## src/rtl/uart_rx_data_sampler.sv

```systemverilog
// Oversampling majority-vote data sampler for the UART receiver (3 or 5 samples around mid-bit).
// Optional macro UART_RX_SAMPLER_SYNC_EN adds a 2-flop synchroniser on RX_IN.
module uart_rx_data_sampler #(
  parameter int PRESCALE_W = 6
) (
  input  logic                  clk,
  input  logic                  rst,
  input  logic                  data_sample_enable,
  input  logic [PRESCALE_W-1:0] edge_counter,
  input  logic                  RX_IN,
  input  logic [PRESCALE_W-1:0] Prescale,
  input  logic                  vote5,
  output logic                  sampled_bit,
  output logic                  sample_valid,
  output logic                  noise_flag,
  output logic                  cfg_err
);

  localparam int DW = PRESCALE_W + 1;

  function automatic logic [2:0] ones_count(input logic [4:0] v, input logic use5);
    logic [2:0] c;
    c = 3'd0;
    for (int i = 0; i < 5; i++) begin
      c = c + {2'b00, v[i] & (use5 | ((i >= 1) && (i <= 3)))};
    end
    return c;
  endfunction

  logic                  rx_s;
  logic [4:0]            buf_q, buf_d;
  logic                  sampled_bit_q, sampled_bit_d;
  logic                  sample_valid_q, sample_valid_d;
  logic                  noise_flag_q, noise_flag_d;
  logic                  cfg_err_q, cfg_err_d;
  logic [PRESCALE_W-1:0] prescale_q, prescale_d;
  logic                  vote5_q, vote5_d;

  logic                  cfg_bad_s, use5_s, cfg_chg_s, active_s, in_win_s, last_s, do_vote_s;
  logic [PRESCALE_W-1:0] center_s;
  logic [DW-1:0]         diff_s;
  logic [2:0]            slot_s, ones_s;
  logic [4:0]            samples_s;

`ifdef UART_RX_SAMPLER_SYNC_EN
  logic [1:0] sync_q, sync_d;

  always_comb begin
    sync_d = {sync_q[0], RX_IN};
  end

  always_ff @(posedge clk) begin
    if (rst) begin
      sync_q <= 2'b11;
    end else begin
      sync_q <= sync_d;
    end
  end

  assign rx_s = sync_q[1];
`else
  assign rx_s = RX_IN;
`endif

  // diff_s is the offset of edge_counter from the first 5-sample point (C-2); wraps high when before it
  always_comb begin
    cfg_bad_s = Prescale[0] | (Prescale < PRESCALE_W'(4));
    use5_s    = vote5 & (Prescale >= PRESCALE_W'(8));
    center_s  = Prescale >> 1;
    diff_s    = {1'b0, edge_counter} - {1'b0, center_s} + DW'(2);
    slot_s    = diff_s[2:0];
    if (use5_s) begin
      in_win_s = (diff_s <= DW'(4));
      last_s   = (diff_s == DW'(4));
    end else begin
      in_win_s = (diff_s >= DW'(1)) && (diff_s <= DW'(3));
      last_s   = (diff_s == DW'(3));
    end
    cfg_chg_s = (Prescale != prescale_q) | (vote5 != vote5_q);
    active_s  = data_sample_enable & ~cfg_bad_s & ~cfg_chg_s;
    do_vote_s = active_s & in_win_s & last_s;

    for (int i = 0; i < 5; i++) begin
      samples_s[i] = (in_win_s && (slot_s == 3'(i))) ? rx_s : buf_q[i];
    end
    ones_s = ones_count(samples_s, use5_s);

    // Window restarts from all-ones after a vote so that skipped points count as 1
    if (!active_s || do_vote_s) begin
      buf_d = 5'b11111;
    end else if (in_win_s) begin
      buf_d = samples_s;
    end else begin
      buf_d = buf_q;
    end

    if (do_vote_s) begin
      sampled_bit_d = use5_s ? (ones_s >= 3'd3) : (ones_s >= 3'd2);
      noise_flag_d  = (ones_s != 3'd0) && (ones_s != (use5_s ? 3'd5 : 3'd3));
    end else begin
      sampled_bit_d = sampled_bit_q;
      noise_flag_d  = noise_flag_q;
    end
    sample_valid_d = do_vote_s;
    cfg_err_d      = cfg_bad_s;
    prescale_d     = Prescale;
    vote5_d        = vote5;
  end

  always_ff @(posedge clk) begin
    if (rst) begin
      buf_q          <= 5'b11111;
      sampled_bit_q  <= 1'b1;
      sample_valid_q <= 1'b0;
      noise_flag_q   <= 1'b0;
      cfg_err_q      <= 1'b0;
      prescale_q     <= '0;
      vote5_q        <= 1'b0;
    end else begin
      buf_q          <= buf_d;
      sampled_bit_q  <= sampled_bit_d;
      sample_valid_q <= sample_valid_d;
      noise_flag_q   <= noise_flag_d;
      cfg_err_q      <= cfg_err_d;
      prescale_q     <= prescale_d;
      vote5_q        <= vote5_d;
    end
  end

  assign sampled_bit  = sampled_bit_q;
  assign sample_valid = sample_valid_q;
  assign noise_flag   = noise_flag_q;
  assign cfg_err      = cfg_err_q;

endmodule

```

## config.mk

```make
export PLATFORM = sky130hd
export DESIGN_NAME = uart_rx_data_sampler
export DESIGN_NICKNAME = d
export VERILOG_FILES = /design/src/rtl/uart_rx_data_sampler.sv
export SDC_FILE = /design/constraint.sdc
export NUM_CORES = 1
export LEC_CHECK = 0
export CAP_MARGIN = 20
export CORE_MARGIN = 4
export CORE_UTILIZATION = 48
export CTS_CLUSTER_DIAMETER = 100
export DETAILED_ROUTE_END_ITERATION = 8
export PLACE_DENSITY = 0.85
export SETUP_SLACK_MARGIN = 0.3
export SYNTH_ARGS = -nofsm -noshare
export SYNTH_HDL_FRONTEND = slang
export SYNTH_SLANG_ARGS = --single-unit
```

## constraint.sdc

```tcl
create_clock -name clk -period 13.4 [get_ports clk]
set_input_delay 4.02 -clock clk [delete_from_list [all_inputs] [get_ports clk]]
set_output_delay 4.02 -clock clk [all_outputs]
set_load 0.05 [all_outputs]
```

==> summary.txt, run 1 <==
GRT overflow - 0
Setup Skew - 0.00228 ns
Yosys Warn Count - 0
Area after DPL - 0.00139 sq mm
Endpoint type of the worst setup path - flip-flop
CP Class - primary input to flip-flop
# DRC - 0
Critical Path Source Type - primary input
Net count after synthesis - 164
Setup slack after layout - 5.08 ns
Total GRT Usage - 18.3%
Num CTS Buffers - 3
Setup_tns - 0 ns
Clock latency on the worst-skew pair - 0.31 ns
Highest clock rate - 120 MHz
Post-CTS Hold Buffers - 0
Pre-CTS setup slack - 4.77 ns
Row Count - 17
VDD IR max - 0.0000480 V
CTS tree - done
Pins Over Slew Limit - 0
Total core area - 0.00225 sq mm
WP data arrival - 8.59 ns
HPWL Detailed - 2220 microns
Reg-to-reg endpoint - sampled_bit
Power Density - 85.1 mW/mm^2
Initial core utilization - 51.6%
Post-synthesis cell type count - 38
Seq/Total Area, Yosys - 27.6%
Global-route wire length before repair - 4640 microns
Hold_sp - noise_flag
I/O pin total - 21
Crit Reg-Reg Startpoint - buf_q[3]
Most frequent cells in the layout - clkdlybuf4s50_1, inv_1, dfxtp_1
Worst Tran Pin Value - 0.562 ns
DRT antenna net count - 0
Post-layout minimum cycle time - 8.32 ns
Post-Syn Area - 0.00116 sq mm
Port Buffer Count - 20
Primary FF master, synth - dfxtp_1
Status - finished, final reports clean
CTS clk-pin slew, worst paths - 0.10 ns
Diodes inserted - 0
Reg2Reg Depth - 9
Worst EP required - 13.66 ns
Largest net degree at the start of global routing - 12
RD Place Congestion - 0.803
Placed cell count - 179
1st-iter DRT viols - 31
Most common cell after layout, fill and taps aside - clkdlybuf4s50_1
LEAKAGE - 0.617 nW
R2r setup slk - 10.84 ns
Final instance area - 0.00143 sq mm
Crit path cell chain - clkdlybuf4s50_1, inv_1, ha_1, inv_1, fa_1, nand2_1, or4b_4, o31ai_1, a21oi_1, fa_1, inv_1, fa_1, ha_1, nor2b_1, nor3_1, a2111o_1, nand3_1
Final #Nets - 188
Area delta synth->final - 23.0%
Die span in x - 57.2 microns
Initial antenna violation count - 0
Worst relative slew slack - 62.4%
Crit-path max FO - 5
Number of clock sinks - 16
Final Non-Filler Cells - 183
Final hold vios - 0
DR vias - 1021
Synth Area per Inst - 8.81 sq um
DR pass1 iterations - 4
Power, Total - 0.000122 W
Post-CTS sizing - 0
Clk buf depth - 2
Final WL - 2740 microns
Die Span Y - 57.2 microns
Asr flop ratio synth - 0%
Mapped Cells - 132
Max cap viols - 0
Post-CTS setup buffers - 0
Vias/cell - 5.58
Worst Hold Class - flip-flop to flip-flop
RSZ-0062 raised after global routing - no
Vias in the first global route - 1039
Max incr delay on CP - 0.63 ns
Number of synthesized flops with an enable pin - 0
Final setup fails - 0
Hold path depth - 2
Share of layout cells above drive strength 1 - 9.68%
Die ar. - 0.00327 sq mm
Slowest CP cell - fa_1
#FFs+latches synth - 16
WL/cell - 15.0 microns
Root buf cell - clkbuf_4
Fin crit share - 62.1%
H-tree depth - 1
Hold Path Sink - noise_flag
-- routing by layer --
layer | up-vias | GRT usage, % | wire [microns]
li1 | 511 | - | -
met1 | 474 | 20.9 | 1160
met2 | 29 | 31.6 | 1360
met3 | 7 | 5.43 | 158
met4 | 0 | 7.62 | 59
met5 | - | 0 | 0
-- worst max path at each step --
stage / from / end / slack (ns) / cells past startpoint
floorplan: edge_counter[1] / sampled_bit / 5.60 / 18
global placement: Prescale[3] / noise_flag / 4.90 / 15
detailed placement: Prescale[3] / sampled_bit / 4.77 / 17
CTS: Prescale[3] / sampled_bit / 5.05 / 17
global route: Prescale[3] / sampled_bit / 4.77 / 17
finish: Prescale[3] / sampled_bit / 5.08 / 17
-- cell families (layout without fill, tap and decap cells) --
kind of cell	Yosys count	count (layout)	synth area share [%]
multiplexers	4	4	3.66
XOR/XNOR	6	6	4.52
adder cells (fa/ha/maj)	15	15	18.1
AND/OR/NAND/NOR	49	49	24.8
buffers and inverters	19	42	6.13
flip-flops	16	16	27.6
AO/OA/AOI/OAI	23	23	15.3
-- report_power, final --
| group | total (W) | internal (W) | leakage (nW) | switching (W) |
|---|---|---|---|---|
| Clock | 0.0000347 | 0.0000166 | 0.0210 | 0.0000180 |
| Sequential | 0.0000493 | 0.0000488 | 0.131 | 0.000000494 |
| Combinational | 0.0000377 | 0.0000166 | 0.465 | 0.0000210 |
-- cell type report --
type | instances | area [sq um]
tap | 28 | 35.0
timing repair buffer | 20 | 200
multi-input combinational | 97 | 771
sequential | 16 | 320
fill | 194 | 825
inverter | 18 | 67.6
clock buffer | 4 | 36.3
-- critical path, delay by kind of cell --
kind / cells / cell delay, ns
compound gates: 3 / 0.71
fa+ha+maj: 5 / 2.15
buf+inv: 4 / 0.81
simple gates: 5 / 0.90
-- synth_stat cells (2+ instances only) --
library cell,instances,area share (%)
o211ai_1,2,1.3
nand2_1,7,2.3
nor3b_1,2,1.3
mux2_2,2,1.9
ha_1,12,13
o21ai_0,2,0.86
fa_1,3,5.2
nor2b_1,5,2.7
o21a_1,2,1.3
nand2b_1,3,1.6
nor2_1,12,3.9
mux2i_1,2,1.7
o31ai_1,2,1.3
or4b_4,2,2.4
inv_1,18,5.8
nand3_1,5,2.2
dfxtp_1,16,28
a31oi_1,2,1.1
nor3_1,4,1.7
or4b_1,2,1.7
a21oi_1,5,2.2
xor2_1,6,4.5
-- metrics by stage --
step | util [%] | hold WS [ns]
6_report | 63.4 | 0.469
3_3_place_gp | 61.8 | 0.440
3_5_place_dp | 61.8 | 0.447
5_1_grt | 63.4 | 0.491
4_1_cts | 63.4 | 0.473
2_1_floorplan | - | 0.411
-- flip-flops by register name (all words and copies together), names as in the netlist --
name          count
buf_q             5
vote5_q           1
noise_flag        1
prescale_q        6
sample_valid      1
sampled_bit       1
cfg_err           1
Power figures use the tool's default switching activity.
==> inputs of run 2 (changes only) <==
- CORE_UTILIZATION: 48 -> 46
- clock period: 13.4 -> 7.2 ns (I/O delays scaled with it)
==> summary.txt, run 2 (synthesis gave the netlist of run 1 again) <==
Placed cell count - 179 (unchanged)
CP Class - primary input to flip-flop (unchanged)
Met2 usage - 29.0% (was 31.6%)
GRT overflow - 0 (unchanged)
Initial antenna violation count - 0 (unchanged)
Initial core utilization - 50.6% (was 51.6%)
Largest net degree at the start of global routing - 12 (unchanged)
Vias/cell - 5.62 (was 5.58)
Status - finished, final reports clean (unchanged)
Endpoint type of the worst setup path - flip-flop (unchanged)
WL/cell - 14.0 microns (was 15.0 microns)
Clock latency on the worst-skew pair - 0.29 ns (was 0.31 ns)
DRT antenna net count - 0 (unchanged)
LEAKAGE - 0.617 nW (unchanged)
Worst EP required - 7.44 ns (was 13.66 ns)
Port Buffer Count - 20 (unchanged)
Setup_tns - 0 ns (unchanged)
Worst Tran Pin Value - 0.518 ns (was 0.562 ns)
Die Span Y - 58.3 microns (was 57.2 microns)
Most common cell after layout, fill and taps aside - clkdlybuf4s50_1 (unchanged)
Fin crit share - 89.9%
Critical Path Source Type - primary input (unchanged)
Die ar. - 0.00340 sq mm (was 0.00327 sq mm)
Die span in x - 58.3 microns (was 57.2 microns)
Number of clock sinks - 16 (unchanged)
Share of layout cells above drive strength 1 - 9.68% (unchanged)
Most frequent cells in the layout - clkdlybuf4s50_1, inv_1, dfxtp_1 (unchanged)
Post-CTS setup buffers - 0 (unchanged)
Root buf cell - clkbuf_4 (unchanged)
DR pass1 iterations - 5 (was 4)
Diodes inserted - 0 (unchanged)
RD Place Congestion - 0.794 (was 0.803)
Clk buf depth - 2 (unchanged)
HPWL Detailed - 2100 microns (was 2220 microns)
Global-route wire length before repair - 4320 microns (was 4640 microns)
Crit-path max FO - 5 (unchanged)
RSZ-0062 raised after global routing - no (unchanged)
Num CTS Buffers - 3 (unchanged)
CTS clk-pin slew, worst paths - 0.10 ns (about the same)
Total GRT Usage - 16.3% (was 18.3%)
Final Non-Filler Cells - 183 (unchanged)
DR vias - 1028 (was 1021)
WP data arrival - 6.71 ns (was 8.59 ns)
H-tree depth - 1 (unchanged)
Pins Over Slew Limit - 0 (unchanged)
Max cap viols - 0 (unchanged)
Area delta synth->final - 23.0% (unchanged)
I/O pin total - 21 (unchanged)
M3 GR Usage - 5.12% (was 5.43%)
Final hold vios - 0 (unchanged)
Post-CTS sizing - 0 (unchanged)
Final #Nets - 188 (unchanged)
Power Density - 155 mW/mm^2 (was 85.1 mW/mm^2)
Post-layout minimum cycle time - 6.47 ns
Worst Hold Class - flip-flop to flip-flop (unchanged)
Highest clock rate - 154 MHz
GR Layer Usage met1 - 18.9% (was 20.9%)
CTS tree - done (unchanged)
Total core area - 0.00230 sq mm (was 0.00225 sq mm)
Setup Skew - 0.00457 ns (was 0.00228 ns)
Max reg flops - 6 (unchanged)
Largest registers - prescale_q x6, buf_q x5 (unchanged)
1st-iter DRT viols - 31 (unchanged)
Row Count - 17 (unchanged)
GR peak layer - met2 (unchanged)
Vias in the first global route - 1009 (was 1039)
Post-CTS Hold Buffers - 0 (unchanged)
Worst relative slew slack - 65.4% (was 62.4%)
VDD IR max - 0.000121 V (was 0.0000480 V)
# DRC - 0 (unchanged)
Final setup fails - 0 (unchanged)
Final WL - 2550 microns (was 2740 microns)
Top reg by flops - prescale_q (unchanged)
run 2: power by group:
group	switching, W	internal, W	total (W)
logic	0.0000389	0.0000310	0.0000699
clock network	0.0000297	0.0000308	0.0000605
registers	0.000000893	0.0000909	0.0000918
run 2: through the flow:
step                utilization (%)  cell area, sq um  setup WS [ns]  hold slack, ns  power (W)
floorplan                         -              1160           1.26           0.411   0.000140
global placement               60.7              1390          0.538           0.427   0.000159
detailed placement             60.7              1390          0.440           0.448   0.000163
CTS                            62.3              1430          0.748           0.473   0.000224
global route                   62.3              1430          0.540           0.489   0.000237
finish                         62.3              1430          0.727           0.470   0.000222
run 2: worst paths after layout:
| path | cells past startpoint | startpoint | endpoint | slack [ns] |
|---|---|---|---|---|
| worst max register to register | 9 | buf_q[3] | sampled_bit | 4.66 |
| worst min-delay path | 2 | noise_flag | noise_flag | 0.47 |
| worst max-delay path | 17 | Prescale[3] | sampled_bit | 0.73 |
| worst min register to register | 2 | noise_flag | noise_flag | 0.47 |
run 2: layer usage:
layer  up-vias  part of all wire, %
met5         -                    0
met4         0                 0.35
met3         2                  6.5
met2        32                   49
met1       487                   44
li1        507                    -
run 2: area by class of cell:
| type | instances | area, sq um |
|---|---|---|
| repair buffers | 20 | 200 |
| flip-flops and latches | 16 | 320 |
| fillers | 195 | 867 |
| clock buffers | 4 | 36.3 |
| multi-input cells | 97 | 771 |
| inverters | 18 | 67.6 |
| well taps | 28 | 35.0 |
run 2: worst max-delay path: stages:
cell and delay [ns]:
clkdlybuf4s50_1 0.57, inv_1 0.11, ha_1 0.31, inv_1 0.06, fa_1 0.61, nand2_1 0.07
or4b_4 0.49, o31ai_1 0.30, a21oi_1 0.14, fa_1 0.50, inv_1 0.06, fa_1 0.42
ha_1 0.31, nor2b_1 0.18, nor3_1 0.06, a2111o_1 0.29, nand3_1 0.08
